File: src/rtl/csr_ram_access_arbiter_pkg.sv
`default_nettype none
// ============================================================================
// Module   : csr_ram_access_arbiter_pkg
// Brief    : Shared types for the CSR/RAM access arbiter.
// Revision : 1.0 - initial release
// ============================================================================
package csr_ram_access_arbiter_pkg;

    typedef enum logic [1:0] {
        ST_IDLE  = 2'd0,
        ST_ISSUE = 2'd1,
        ST_WAIT  = 2'd2,
        ST_RESP  = 2'd3
    } arb_state_t;

endpackage : csr_ram_access_arbiter_pkg
`default_nettype wire

File: src/rtl/csr_ram_access_arbiter_rr_grant_picker.sv
`default_nettype none
// ============================================================================
// Module   : rr_grant_picker
// Brief    : Combinational round-robin pick starting after the last grant.
// Revision : 1.0 - initial release
// ============================================================================
module rr_grant_picker
    import csr_ram_access_arbiter_pkg::*;
#(
    parameter int NUM_REQ = 2,
    parameter int IDX_W   = $clog2(NUM_REQ)
) (
    input  logic [NUM_REQ-1:0] i_req,
    input  logic [IDX_W-1:0]   i_last_grant,
    output logic               o_valid,
    output logic [IDX_W-1:0]   o_idx
);

    // Walk the offsets from farthest to nearest so the requester closest
    // after the last grant is the one left standing.
    always_comb begin : p_pick
        int cand;
        o_valid = 1'b0;
        o_idx   = '0;
        cand    = 0;
        for (int i = NUM_REQ; i >= 1; i--) begin
            cand = int'(i_last_grant) + i;
            if (cand >= NUM_REQ) begin
                cand = cand - NUM_REQ;
            end
            if (i_req[IDX_W'(cand)]) begin
                o_valid = 1'b1;
                o_idx   = IDX_W'(cand);
            end
        end
    end

endmodule : rr_grant_picker
`default_nettype wire

File: src/rtl/csr_ram_access_arbiter.sv
`default_nettype none
// ============================================================================
// Module   : csr_ram_access_arbiter
// Brief    : Round-robin arbiter funnelling N requesters onto one CSR bridge.
// Revision : 1.0 - initial release
// ============================================================================
module csr_ram_access_arbiter
    import csr_ram_access_arbiter_pkg::*;
#(
    parameter int NUM_REQ             = 2,
    parameter int WORD_BIT_WIDTH      = 32,
    parameter int BYTE_ADDR_BIT_WIDTH = 8,
    parameter int ACK_TIMEOUT_CYCLES  = 16
) (
    input  logic                                               i_clk,
    input  logic                                               i_sync_rst,
    input  logic [NUM_REQ-1:0]                                 i_req,
    input  logic [NUM_REQ-1:0]                                 i_req_is_wr,
    input  logic [NUM_REQ-1:0][BYTE_ADDR_BIT_WIDTH-1:0]        i_byte_addr,
    input  logic [NUM_REQ-1:0][WORD_BIT_WIDTH-1:0]             i_wr_data,
    input  logic [NUM_REQ-1:0][WORD_BIT_WIDTH-1:0]             i_wr_bit_en,
    output logic [NUM_REQ-1:0]                                 o_ack,
    output logic [NUM_REQ-1:0]                                 o_err,
    output logic [WORD_BIT_WIDTH-1:0]                          o_rd_data,
    output logic                                               o_busy,
    output logic                                               o_acc_req,
    output logic                                               o_acc_req_is_wr,
    output logic [BYTE_ADDR_BIT_WIDTH-1:0]                     o_byte_addr,
    output logic [WORD_BIT_WIDTH-1:0]                          o_wr_data,
    output logic [WORD_BIT_WIDTH-1:0]                          o_wr_bit_en,
    input  logic                                               i_rd_ack,
    input  logic [WORD_BIT_WIDTH-1:0]                          i_rd_data,
    input  logic                                               i_wr_ack
);

    localparam int c_IDX_W = $clog2(NUM_REQ);
    localparam int c_CNT_W = $clog2(ACK_TIMEOUT_CYCLES + 1);
    localparam logic [c_CNT_W-1:0] c_CNT_LAST = c_CNT_W'(ACK_TIMEOUT_CYCLES - 1);
    localparam logic [c_IDX_W-1:0] c_LAST_RST = c_IDX_W'(NUM_REQ - 1);

    generate
        if (NUM_REQ < 2) begin : g_bad_num_req
            $error("csr_ram_access_arbiter: NUM_REQ must be >= 2 (got %0d)", NUM_REQ);
        end
        if (ACK_TIMEOUT_CYCLES < 2) begin : g_bad_timeout
            $error("csr_ram_access_arbiter: ACK_TIMEOUT_CYCLES must be >= 2 (got %0d)",
                   ACK_TIMEOUT_CYCLES);
        end
    endgenerate

    arb_state_t          r_state;
    arb_state_t          w_next_state;
    logic [c_IDX_W-1:0]  r_last_grant;
    logic [c_CNT_W-1:0]  r_cnt;
    logic                r_err;
    logic                w_pick_valid;
    logic [c_IDX_W-1:0]  w_pick_idx;
    logic                w_ack_match;
    logic                w_expire;

    rr_grant_picker #(
        .NUM_REQ (NUM_REQ),
        .IDX_W   (c_IDX_W)
    ) u_picker (
        .i_req        (i_req),
        .i_last_grant (r_last_grant),
        .o_valid      (w_pick_valid),
        .o_idx        (w_pick_idx)
    );

    // Only the ack type matching the outstanding access counts.
    assign w_ack_match = o_acc_req_is_wr ? i_wr_ack : i_rd_ack;
    assign w_expire    = (r_cnt == c_CNT_LAST);

    always_ff @(posedge i_clk) begin
        if (i_sync_rst) begin
            r_state <= ST_IDLE;
        end else begin
            r_state <= w_next_state;
        end
    end

    always_comb begin
        w_next_state = r_state;
        o_acc_req    = 1'b0;
        o_busy       = 1'b1;
        o_ack        = '0;
        o_err        = '0;
        case (r_state)
            ST_IDLE: begin
                o_busy = 1'b0;
                if (w_pick_valid) begin
                    w_next_state = ST_ISSUE;
                end
            end
            ST_ISSUE: begin
                o_acc_req    = 1'b1;
                w_next_state = ST_WAIT;
            end
            ST_WAIT: begin
                if (w_ack_match || w_expire) begin
                    w_next_state = ST_RESP;
                end
            end
            ST_RESP: begin
                o_ack[r_last_grant] = 1'b1;
                o_err[r_last_grant] = r_err;
                w_next_state        = ST_IDLE;
            end
            default: w_next_state = ST_IDLE;
        endcase
    end

    // The grant register doubles as the response target; bridge attributes
    // are only reloaded on the next grant so they stay stable meanwhile.
    always_ff @(posedge i_clk) begin
        if (i_sync_rst) begin
            r_last_grant    <= c_LAST_RST;
            r_cnt           <= '0;
            r_err           <= 1'b0;
            o_acc_req_is_wr <= 1'b0;
            o_byte_addr     <= '0;
            o_wr_data       <= '0;
            o_wr_bit_en     <= '0;
            o_rd_data       <= '0;
        end else begin
            case (r_state)
                ST_IDLE: begin
                    if (w_pick_valid) begin
                        r_last_grant    <= w_pick_idx;
                        o_acc_req_is_wr <= i_req_is_wr[w_pick_idx];
                        o_byte_addr     <= i_byte_addr[w_pick_idx];
                        o_wr_data       <= i_wr_data[w_pick_idx];
                        o_wr_bit_en     <= i_wr_bit_en[w_pick_idx];
                    end
                end
                ST_ISSUE: begin
                    r_cnt <= '0;
                    r_err <= 1'b0;
                end
                ST_WAIT: begin
                    // A matching ack in the expiry cycle takes priority.
                    if (w_ack_match) begin
                        r_err <= 1'b0;
                        if (!o_acc_req_is_wr) begin
                            o_rd_data <= i_rd_data;
                        end
                    end else if (w_expire) begin
                        r_err     <= 1'b1;
                        o_rd_data <= '0;
                    end else begin
                        r_cnt <= r_cnt + c_CNT_W'(1);
                    end
                end
                default: ;
            endcase
        end
    end

endmodule : csr_ram_access_arbiter
`default_nettype wire

File: config.mk
export PLATFORM = sky130hd
export DESIGN_NAME = csr_ram_access_arbiter
export DESIGN_NICKNAME = d
export VERILOG_FILES = /design/src/rtl/csr_ram_access_arbiter_pkg.sv /design/src/rtl/csr_ram_access_arbiter_rr_grant_picker.sv /design/src/rtl/csr_ram_access_arbiter.sv
export SDC_FILE = /design/constraint.sdc
export NUM_CORES = 1
export LEC_CHECK = 0
export ABC_AREA = 1
export CAP_MARGIN = 5
export CORE_ASPECT_RATIO = 0.75
export CORE_UTILIZATION = 42
export CTS_CLUSTER_DIAMETER = 50
export DETAILED_ROUTE_END_ITERATION = 16
export PLACE_DENSITY = 0.84
export SLEW_MARGIN = 20
export SYNTH_ARGS = -nofsm -noshare
export SYNTH_HDL_FRONTEND = slang
export SYNTH_HIERARCHICAL = 1
export SYNTH_SLANG_ARGS = --single-unit
File: constraint.sdc
create_clock -name i_clk -period 2.7 [get_ports i_clk]
set_input_delay 0.54 -clock i_clk [delete_from_list [all_inputs] [get_ports i_clk]]
set_output_delay 0.54 -clock i_clk [all_outputs]
set_load 0.02 [all_outputs]
==> metrics.yaml <==
outcome:
  status: "finished clean"
clock_tree:
  tritoncts.num_buffers: 17
  cts_resized: 0
  clk_pin_slew_ns: 0.05
  cts_hold_buf: 0
  cts_buffer_depth: 2
  cts.root.buffer_cell: "clkbuf_16"
  post_cts.repair.setup_buffers: 0
  cts_sinks: 114
  cts_tree: "yes"
  clk_latency_ns: 0.40
  h-tree-depth: 4
yosys:
  ys_seq_area_share_pct: 42.11
  yosys.area.top_type: "dfxtp_1"
  ys_ff_latch: 114
  yosysTopAreaCellShare_pct: 42.11
  synthArstFlopShare_pct: 0
  avgSynthCellArea_sq_um: 6.947
  syn_nets: 971
  ys.flop_type: "dfxtp_1"
  synthDistinctLibCells: 20
  synth.yosys.warnings: 6
  synthCells: 780
  synth_area_sq_mm: 0.005419
  synth_area_leaders: "dfxtp_1, nand2_1, o211ai_1"
  synth_edf_count: 0
timing:
  hold_ws_ns: 0.4640
  fin_crit_sh_pct: 86.59
  rsz0062_at_grt: "no"
  worstMarginPinSlew_ns: 0.5181
  setup_viol: 0
  fin_tns_setup_ns: 0
  final.min_clock_period_ns: 2.338
  drv_slew: 0
  relSlewSlack_pct: 65.46
  hold_viol: 0
  clock_skew_ns: 0.01020
  max_clock_freq_mhz: 427.7
  worst_slack_ns: 0.3621
route:
  first_iter_violations: 277
  ant_nets: 0
  vias: 5776
  routed_wirelength_um: 16710
  drc: 0
  vias_per_cell: 4.711
  wl_per_cell_um: 13.63
  first_pass_iters: 5
global_route:
  grt_pass1_wl_um: 25960
  grt_max_degree: 97
  antenna_found_initial: 0
  grt_usage_pct: 24.67
  grt_pass1_vias: 5386
  overflow: 0
floorplan:
  core_sq_mm: 0.01244
  rows: 35
  initial_utilization_pct: 43.57
  ios: 295
  die_width_um: 133.2
  die_y_um: 100.4
  die-area_sq_mm: 0.01337
power_and_ir_drop:
  power_leakage_nw: 4.157
  finalPower_mw: 7.949
  power_density_mw_per_mm2: 884.2
  vdd_drop_max_mv: 0.5278
worst_setup_path:
  cp.required_ns: 2.16
  arrival_ns: 1.80
  worst-setup-path-type: "reg -> out"
  cp_max_fo: 4
  rr_worst_depth: 11
  r2r_start: "r_cnt[0]"
  startpoint_type: "register"
  end_kind: "output pin"
  r2r_slack_ns: 0.69
  r2r_end: "o_rd_data[0]"
layout:
  area_growth_pct: 65.90
  nNetsFinal: 1239
  mostFrequentLayoutCell: "clkdlybuf4s50_1"
  fill_cells: 992
  layout-drive-gt1-share_pct: 4.717
  final_cell_mix: "clkdlybuf4s50_1, nand2_1, inv_1"
  final_core_util_pct: 72.28
  antenna_cells: 0
worst_hold_path:
  min_path_type: "reg -> reg"
  hold_depth: 2
  holdPathEnd: "r_cnt[4]"
  min_from: "r_cnt[4]"
job:
  drv_cap: 0
placement:
  numPortBuffers: 293
  dp_slack_ns: 0.4889
  gp_congestion: 0.8155
  hpwl_um: 11850
[logic make-up (layout without fill, tap and decap cells)]
kind of cell | after synthesis | count (layout) | share of synthesized area (%)
simple gates | 363 | 363 | 27.57
buf+inv | 181 | 461 | 14.66
compound gates | 115 | 115 | 14.04
flops | 114 | 114 | 42.12
fa+ha+maj | 7 | 7 | 1.616
[per-layer routing]
| layer | vias to the layer above | global-route usage, % | wire length [um] |
|---|---|---|---|
| met5 | - | 0 | 0 |
| met4 | 0 | 10.05 | 459 |
| met3 | 32 | 7.879 | 1198 |
| met2 | 205 | 43.78 | 8099 |
| met1 | 2540 | 27.53 | 6950 |
| li1 | 2999 | - | - |
[power by group]
part	total (mW)	internal [mW]	switching [mW]	leakage, nW
logic	3.23	1.44	1.79	2.91
clock network	2.37	1.61	0.759	0.309
registers	2.36	2.12	0.240	0.937
total	7.95	5.16	2.79	4.16
[flip-flops by register name, summed over array words and instances (netlist names)]
signal	flops
r_err	1
r_last_grant	1
o_rd_data	32
o_wr_data	32
o_byte_addr	8
r_state	2
o_wr_bit_en	32
r_cnt	5
o_acc_req_is_wr	1
[synth_stat cells (all sizes together), types with 3 or more instances]
cell type and instances:
nand2 236, clkbuf 7, o21ai 3, nand4 3
ha 7, inv 127, buf 47, nor2 44
nand3 78, dfxtp 114, o211ai 74, a21oi 38
[stage by stage]
stage | cells | cell area [sq um]
floorplan | 780 | 5419
global placement | 1195 | 8363
detailed placement | 1195 | 8363
CTS | 1226 | 8990
global route | 1226 | 8990
finish | 1226 | 8990
[worst max path at each step]
stage	slack (ns)	from	endpoint	cells past startpoint
final	0.36	r_state[1]	o_err[0]	4
after global routing	0.19	r_state[1]	o_err[0]	4
after CTS	0.36	r_state[1]	o_err[0]	4
after global placement	0.52	i_req[0]	o_byte_addr[0]	9
after floorplan	1.15	r_state[1]	o_err[0]	3
after detailed placement	0.49	i_req[0]	o_wr_bit_en[22]	9
[cell type report]
class / count / area (sq um) / share of cell area (%)
repair buffers: 303 / 3045 / 33.88
multi-input cells: 485 / 2347 / 26.11
flip-flops and latches: 114 / 2282 / 25.39
inverters: 127 / 480.5 / 5.344
clock buffers: 21 / 470.5 / 5.233
well taps: 166 / 207.7 / 2.310
clock inverters: 10 / 156.4 / 1.740
[worst max-delay path, cell delays in order (launching register included)]
cell,delay [ns]
dfxtp_1,0.38
ha_1,0.20
inv_1,0.06
nor3_1,0.13
clkdlybuf4s50_1,0.64
Note: power is estimated with default switching activity, not from simulation.
